`src/rtl/div_unit.sv`:
```
// Iterative restoring divider for DIV/DIVU/REM/REMU that stalls the pipeline while it iterates.
// Define DIV_FASTPATH_EN to resolve divide-by-zero and signed overflow without iterating.
module div_unit #(
    parameter int DATA_WIDTH = 32
) (
    input  logic                  clk,
    input  logic                  rst,
    input  logic                  E_is_div,
    input  logic [1:0]            E_div_op,
    input  logic [DATA_WIDTH-1:0] E_a,
    input  logic [DATA_WIDTH-1:0] E_b,
    input  logic [4:0]            E_rd,
    input  logic                  flush,
    output logic                  div_busy,
    output logic                  div_done,
    output logic [DATA_WIDTH-1:0] div_result,
    output logic [4:0]            div_rd,
    output logic [1:0]            dbg_state
);
    localparam int CW = $clog2(DATA_WIDTH + 1);
    localparam logic [DATA_WIDTH-1:0] MIN_NEG = {1'b1, {(DATA_WIDTH-1){1'b0}}};

    typedef enum logic [1:0] {
        IDLE = 2'd0,
        CALC = 2'd1,
        DONE = 2'd2
    } state_t;

    state_t state, state_next;

    logic [CW-1:0]         count;
    logic [DATA_WIDTH-1:0] rem_r, quo_r, dvsr_r, dvnd_r, result_r;
    logic [1:0]            op_r;
    logic [4:0]            rd_r;
    logic                  neg_quo_r, neg_rem_r, special_r;

    logic                  start, is_signed, a_neg, b_neg, b_zero, overflow, special, last_step;
    logic [DATA_WIDTH-1:0] a_mag, b_mag;

    logic [DATA_WIDTH:0]   shifted, diff;
    logic [DATA_WIDTH-1:0] rem_next, quo_next, quo_signed, rem_signed, calc_result;

    // Results the architecture defines for divide-by-zero and most-negative / -1.
    function automatic logic [DATA_WIDTH-1:0] special_value(input logic [1:0] op,
                                                           input logic [DATA_WIDTH-1:0] dividend,
                                                           input logic zero_div);
        if (zero_div) special_value = op[1] ? dividend : '1;
        else          special_value = op[1] ? '0 : dividend;
    endfunction

    // Handshake: div_busy high means the requester holds E_* stable; E_is_div is only
    // accepted in IDLE, and div_done is a one-cycle strobe qualifying div_result/div_rd.
    assign start     = (state == IDLE) && E_is_div && !flush;
    assign is_signed = !E_div_op[0];
    assign a_neg     = is_signed && E_a[DATA_WIDTH-1];
    assign b_neg     = is_signed && E_b[DATA_WIDTH-1];
    assign a_mag     = a_neg ? -E_a : E_a;
    assign b_mag     = b_neg ? -E_b : E_b;
    assign b_zero    = (E_b == '0);
    assign overflow  = is_signed && (E_a == MIN_NEG) && (E_b == '1);
    assign special   = b_zero || overflow;
    assign last_step = (count == CW'(1));

    // One restoring step: the quotient register shifts its MSB into the partial remainder.
    always_comb begin
        shifted = {rem_r, quo_r[DATA_WIDTH-1]};
        diff    = shifted - {1'b0, dvsr_r};
        if (!diff[DATA_WIDTH]) begin
            rem_next = diff[DATA_WIDTH-1:0];
            quo_next = {quo_r[DATA_WIDTH-2:0], 1'b1};
        end else begin
            rem_next = shifted[DATA_WIDTH-1:0];
            quo_next = {quo_r[DATA_WIDTH-2:0], 1'b0};
        end
        quo_signed = neg_quo_r ? -quo_next : quo_next;
        rem_signed = neg_rem_r ? -rem_next : rem_next;
        if (special_r) calc_result = special_value(op_r, dvnd_r, dvsr_r == '0);
        else           calc_result = op_r[1] ? rem_signed : quo_signed;
    end

    always_ff @(posedge clk) begin
        if (rst) state <= IDLE;
        else     state <= state_next;
    end

    always_comb begin
        state_next = state;
        case (state)
            IDLE: begin
                if (start) begin
`ifdef DIV_FASTPATH_EN
                    state_next = special ? DONE : CALC;
`else
                    state_next = CALC;
`endif
                end
            end
            CALC: begin
                if (flush)          state_next = IDLE;
                else if (last_step) state_next = DONE;
            end
            DONE:    state_next = IDLE;
            default: state_next = IDLE;
        endcase
    end

    always_ff @(posedge clk) begin
        if (rst) begin
            count     <= '0;
            rem_r     <= '0;
            quo_r     <= '0;
            dvsr_r    <= '0;
            dvnd_r    <= '0;
            result_r  <= '0;
            op_r      <= '0;
            rd_r      <= '0;
            neg_quo_r <= 1'b0;
            neg_rem_r <= 1'b0;
            special_r <= 1'b0;
        end else begin
            case (state)
                IDLE: begin
                    if (start) begin
                        op_r      <= E_div_op;
                        rd_r      <= E_rd;
                        dvnd_r    <= E_a;
                        dvsr_r    <= b_mag;
                        rem_r     <= '0;
                        quo_r     <= a_mag;
                        neg_quo_r <= a_neg ^ b_neg;
                        neg_rem_r <= a_neg;
                        special_r <= special;
                        count     <= CW'(DATA_WIDTH);
`ifdef DIV_FASTPATH_EN
                        if (special) begin
                            count    <= '0;
                            result_r <= special_value(E_div_op, E_a, b_zero);
                        end
`endif
                    end
                end
                CALC: begin
                    if (flush) begin
                        count <= '0;
                    end else begin
                        rem_r <= rem_next;
                        quo_r <= quo_next;
                        count <= count - CW'(1);
                        if (last_step) result_r <= calc_result;
                    end
                end
                default: ;
            endcase
        end
    end

    assign div_busy   = !rst && ((state == CALC) || start);
    assign div_done   = !rst && (state == DONE) && !flush;
    assign div_result = result_r;
    assign div_rd     = rd_r;
    assign dbg_state  = state;
endmodule

```
`config.mk`:
```
export PLATFORM = sky130hd
export DESIGN_NAME = div_unit
export DESIGN_NICKNAME = d
export VERILOG_FILES = /design/src/rtl/div_unit.sv
export SDC_FILE = /design/constraint.sdc
export NUM_CORES = 1
export LEC_CHECK = 0
export BUFFER_PORTS_ARGS = -buffer_cell sky130_fd_sc_hd__buf_2
export CAP_MARGIN = 10
export CORE_MARGIN = 2
export CORE_UTILIZATION = 40
export DETAILED_ROUTE_END_ITERATION = 16
export GPL_TIMING_DRIVEN = 0
export HOLD_SLACK_MARGIN = 0.12
export SETUP_SLACK_MARGIN = 0.4
export SLEW_MARGIN = 20
export SYNTH_ARGS = -nofsm -noshare
export SYNTH_HDL_FRONTEND = slang
export SYNTH_SLANG_ARGS = --single-unit
```
`constraint.sdc`:
```
create_clock -name clk -period 15.4 [get_ports clk]
set_input_delay 1.54 -clock clk [delete_from_list [all_inputs] [get_ports clk]]
set_output_delay 1.54 -clock clk [all_outputs]
set_load 0.01 [all_outputs]
```
[Word-level counts from Yosys, hierarchy flattened]
Cells that the tools add are included.
Widths: inputs -> output; s select.
Cells by class
  add/sub/neg operators: 6
  equal/unequal tests: 8
  muxes and demuxes: 24
  bitwise operators: 2
  reduce and logical (&&, ||, !) cells: 23
Operator list (count)
  $mux 32: 14
  $neg 32->32: 4
  $pmux 32 s2: 2
  $eq 32x32->1 const B: 2
  $logic_not 32->1: 2
  $sub 33x32->33: 1
  $mux 6: 2
  $pmux 6 s2: 1
  $logic_and 1x1->1: 9
  $eq 6x1->1 const B: 1
  $mux 2: 3
  $reduce_and 2->1: 3
  $reduce_and 3->1: 2
  $sub 6x1->6 const B: 1
  $ne 2x2->1 const B: 2
  $pmux 2 s2: 1
  $logic_not 1->1: 3
  $ne 3x3->1 const B: 1
  $eq 2x1->1 const B: 1
  $eq 2x2->1 const B: 1
  $logic_not 2->1: 1
  $logic_or 1x1->1: 2
  $reduce_bool 2->1: 1
  $mux 1: 1
  other kinds (2): 2
Storage, ports and cells
  flip-flop bits (word level): 178
  input port bits: 75
  output and inout bits: 41
  word-level logic and storage cells: 75

[Logic depth before layout (Yosys ltp)]
  depth after elaboration: 6
  depth in mapped cells: 23
  depth with buffers taken out: 20

[Worst setup path before layout]
No wires, ideal clock.
  path type: reg2reg
  start: reg quo_r[31]
  end: reg result_r[22] (netlist: div_result[22])
  setup time: 0.134 ns
  data arrival time: 4.838 ns
  required time: 15.266 ns
  path slack: 10.428 ns
  stages on the path, launching flop included: 24
  buffers on the path: 3
  clock period less this slack: 4.972 ns
  path through: dfxtp_1 -> inv_1 -> ha_1 -> fa_1 -> nor2b_4 -> o31a_2 -> a21oi_1 -> o21ai_1 -> a21boi_1 -> xnor2_2 -> inv_2 -> buf_6 -> buf_2 -> clkbuf_1 -> nor2_1 -> a21oi_1 -> ha_1 -> inv_1 -> or4_2 -> nor3_2 -> nor2_1 -> nor4_2 -> mux2i_1 -> a211oi_1
Between the ends
  cells in the longest elaborated chain, start to end: 6
Ends and longest elaborated chain
  start: declaration: line 32  | logic [DATA_WIDTH-1:0] rem_r, quo_r, dvsr_r, dvnd_r, result_r;
  start signal: assignment: line 129  | quo_r <= a_mag;
  start signal: assignment: line 147  | quo_r <= quo_next;
  $sub 33x32->33: line 67  | diff = shifted - {1'b0, dvsr_r};
  $mux 1 or $mux 32 (tied branches): line 68  | if (!diff[DATA_WIDTH]) begin
  $neg 32->32 (on tied branches): line 75, 76
  $mux 32 (on tied branches): line 75, 76
  $mux 32 *: line 78  | else calc_result = op_r[1] ? rem_signed : quo_signed;
  $mux 32 *: line 77  | if (special_r) calc_result = special_value(op_r, dvnd_r, dvsr_r == '0);
  end signal: assignment: line 149  | if (last_step) result_r <= calc_result;
  end: declaration: line 32
Mark *: on every way between the ends. The rest lies on a longest branch, timed or not.
A chain may end at the register's enable or synchronous reset.

[Worst setup path after layout]
Same ends and word-level chain as after synthesis.

==> results.yml <==
worst_hold_path:
  min_path_type: "reg2reg"
timing:
  drv_slew: 0
  period_needed_ns: 6.65
  hold_viol_final: 0
  fmax_mhz: 150
  tightest_slew_ns: 1.06
  fin_crit_sh_pct: 43.2
  finalClockSkew_ns: 0.0161
  slew_headroom_pct: 28.7
  setup_viol: 0
  rsz0062_at_grt: "no"
  fin_tns_setup_ns: 0
worst_setup_path:
  cp_max_fo: 10
  cp.required_ns: 15.71
  worst_path_max_delay_cell: "or4_2"
  cp.buffers_inverters: 6
  criticalPathCategory: "reg2reg"
  end_kind: "register"
  path_cells: "inv_1 > ha_1 > fa_1 > nor2b_4 > o31a_2 > a21oi_1 > o21ai_1 > a21boi_1 > xnor2_2 > buf_2 > buf_2 > buf_2 > mux2i_1 > inv_1 > ha_1 > inv_1 > or4_2 > nor3_2 > nor2_1 > nor4_2 > mux2i_1 > a211oi_1"
  start_kind: "register"
  path_delay_family: "simple AND/OR/NAND/NOR gates"
  critPathMaxStageDelay_ns: 0.73
  cp.arrival_ns: 6.96
synth:
  ys_ff_latch: 177
  syn_nets: 1929
  synth.distinct_cells: 95
  synth_edf_count: 0
  synthCells: 1814
  synth_flop_cell: "dfxtp_1"
  syn_avg_cell_area_um2: 7.33
  synthArstFlopShare_pct: 0
  seq_area_frac_synth_pct: 26.7
  yosysWarnings: 0
  synthesis.area_um2: 13300
layout:
  syn_to_final_growth_pct: 13.1
  fill_cells: 3404
  diodes: 0
  drive_above_1_share_pct: 10.7
  finalNetCount: 2063
pwr:
  p_leak_nw: 5.65
  power-per-cell-area_nw_per_um2: 86.0
  ir_worst_vdd_uv: 84.0
  p_switching_w: 0.000441
  pwr-share-seq_pct: 38.8
  clkPwrFrac_pct: 36.0
  total_power_w: 0.00129
  pwr-share-comb_pct: 25.1
  p_sw_share_pct: 34.1
  p_int_w: 0.000851
route:
  ant_nets: 0
  num_vias: 14600
  via_per_inst: 6.06
  drt-wirelength-per-cell_um: 22.0
  drt_wl_total_mm: 52.8
  drt_pass1_iterations: 6
  drc_errors: 0
  drtIter0Drc: 1661
global_routing:
  antenna_found_initial: 0
  grt_pass1_wl_mm: 79.0
  first_global_vias: 13200
  grtUsageTotal_pct: 30.3
  grt_start_max_net_pins: 17
  grt_remaining_overflow: 0
cts:
  clock_path_buffers: 2
  clock-sinks: 177
  clk_latency_ns: 0.46
  cts_hold_buf: 0
  cts_setup_buffers: 0
  cts_tree: "yes"
  cts_resized: 0
  cts.clk_slew.worst_paths_ns: 0.08
  cts-root-buf: "clkbuf_16"
  htree_num_levels: 4
  cts_buffers: 17
placed_design:
  hpwl_mm: 42.0
  place.gp.congestion: 0.996
  numPortBuffers: 115
job:
  maxCapViolations: 0
floorplanning:
  die_w_um: 186
  start_util_pct: 40.7
  ios: 116
  die_h_um: 186
  core_um2: 32600
  rows: 66
  fp.dieArea_um2: 34700
run_status:
  status: "completed"
[layer usage]
layer | routed length (um) | vias to the layer above | global-route usage, %
met5 | 0 | - | 0
met3 | 5160 | 98 | 6.52
met4 | 1440 | 0 | 9.45
met2 | 22400 | 704 | 44.7
li1 | - | 6903 | -
met1 | 23800 | 6849 | 43.8
[power groups by stage]
| stage | Sequential [W] | Combinational, W | Clock (W) |
|---|---|---|---|
| after CTS | 0.000500 | 0.000317 | 0.000465 |
| after global routing | 0.000503 | 0.000353 | 0.000482 |
| final | 0.000502 | 0.000325 | 0.000466 |
| after floorplan | 0.000500 | 0.000215 | 0 |
| after detailed placement | 0.000511 | 0.000315 | 0 |
| after global placement | 0.000510 | 0.000313 | 0 |
[Yosys cell counts, types with 27 or more instances]
| cell type | n | area share, % |
|---|---|---|
| nor2_1 | 240 | 6.8 |
| nand2_1 | 198 | 5.6 |
| a21oi_1 | 186 | 7.0 |
| dfxtp_1 | 177 | 27 |
| clkbuf_1 | 97 | 2.7 |
| o21ai_0 | 81 | 3.1 |
| a211oi_1 | 73 | 4.1 |
| xnor2_1 | 64 | 4.2 |
| inv_1 | 60 | 1.7 |
| xor2_1 | 49 | 3.2 |
| nor3_1 | 47 | 1.8 |
| ha_1 | 39 | 3.7 |
| a22oi_1 | 27 | 1.5 |
| nor4_1 | 27 | 1.3 |
| or3_1 | 27 | 1.3 |
[tightest hold or removal path: stages (launching register included)]
cell and delay (ns):
dfxtp_1 0.31, nand2_1 0.05, a21oi_1 0.05
[flip-flops by register name, indices dropped and copies added, names as in the netlist]
signal / count
dbg_state: 2
div_rd: 5
count: 6
rem_r: 32
quo_r: 32
neg_rem_r: 1
div_result: 32
op_r: 1
dvsr_r: 32
dvnd_r: 32
neg_quo_r: 1
special_r: 1
[placed cells by master, fill, tap and decap left out, drive strengths merged, types with 7 or more instances in the layout]
cell type,Yosys,layout
xor2,49,49
nor2,240,240
or4,16,16
a311oi,15,15
or2,10,10
a221oi,7,7
dfxtp,177,177
buf,21,136
a21o,12,12
xnor2,65,65
nor2b,17,17
o22ai,8,8
nor3,50,50
maj3,20,20
o41ai,15,15
a31oi,17,17
clkbuf,97,117
nor4,28,28
ha,39,39
nor3b,9,9
o211ai,21,21
inv,61,63
o21ai,86,86
a21oi,186,186
nand3,23,23
o31ai,21,21
and2,9,9
mux2,8,8
a22oi,27,27
o31a,7,7
a211oi,74,74
nand2,198,198
o311ai,9,9
or3,28,28
nor4b,7,7
nand4,24,24
nand2b,11,11
mux2i,26,26
[cell families after synthesis]
logic type	count (synthesis)	share of synthesized area [%]
flops	177	26.7
simple gates	693	24.9
buf+inv	181	5.42
xor+xnor	114	7.57
compound gates	555	27.3
fa+ha+maj	60	5.33
mux	34	2.82
[final cells by class]
class | count | area, um^2 | share of cell area (%)
Clock inverter | 11 | 153 | 1.02
Timing Repair Buffer | 115 | 576 | 3.83
Buffer | 118 | 484 | 3.22
Tap cell | 442 | 553 | 3.68
Inverter | 63 | 236 | 1.57
Multi-Input combinational cell | 1456 | 9030 | 60.1
Sequential cell | 177 | 3540 | 23.6
Clock buffer | 20 | 457 | 3.04
[final timing paths]
check,depth (start not counted),slack [ns],endpoint,startpoint
max,22,8.75,div_result[22]$_SDFFE_PP0P_,quo_r[31]$_SDFFE_PP0P_
min,2,0.46,div_rd[4]$_SDFFE_PP0P_,div_rd[4]$_SDFFE_PP0P_
min reg2reg,2,0.46,div_rd[4]$_SDFFE_PP0P_,div_rd[4]$_SDFFE_PP0P_
max reg2reg,22,8.75,div_result[22]$_SDFFE_PP0P_,quo_r[31]$_SDFFE_PP0P_
[per-stage QoR]
| step | std cells | utilization (%) | hold WS [ns] | setup WS [ns] | area, um^2 |
|---|---|---|---|---|---|
| final | 2402 | 46.1 | 0.457 | 8.75 | 15000 |
| after global routing | 2402 | 46.1 | 0.481 | 8.54 | 15000 |
| after CTS | 2402 | 46.1 | 0.457 | 8.93 | 15000 |
| after detailed placement | 2371 | 44.2 | 0.448 | 8.95 | 14400 |
| after global placement | 2371 | 44.2 | 0.441 | 8.98 | 14400 |
| after floorplan | 1814 | - | 0.433 | 10.43 | 13300 |
Power figures use the tool's default switching activity.
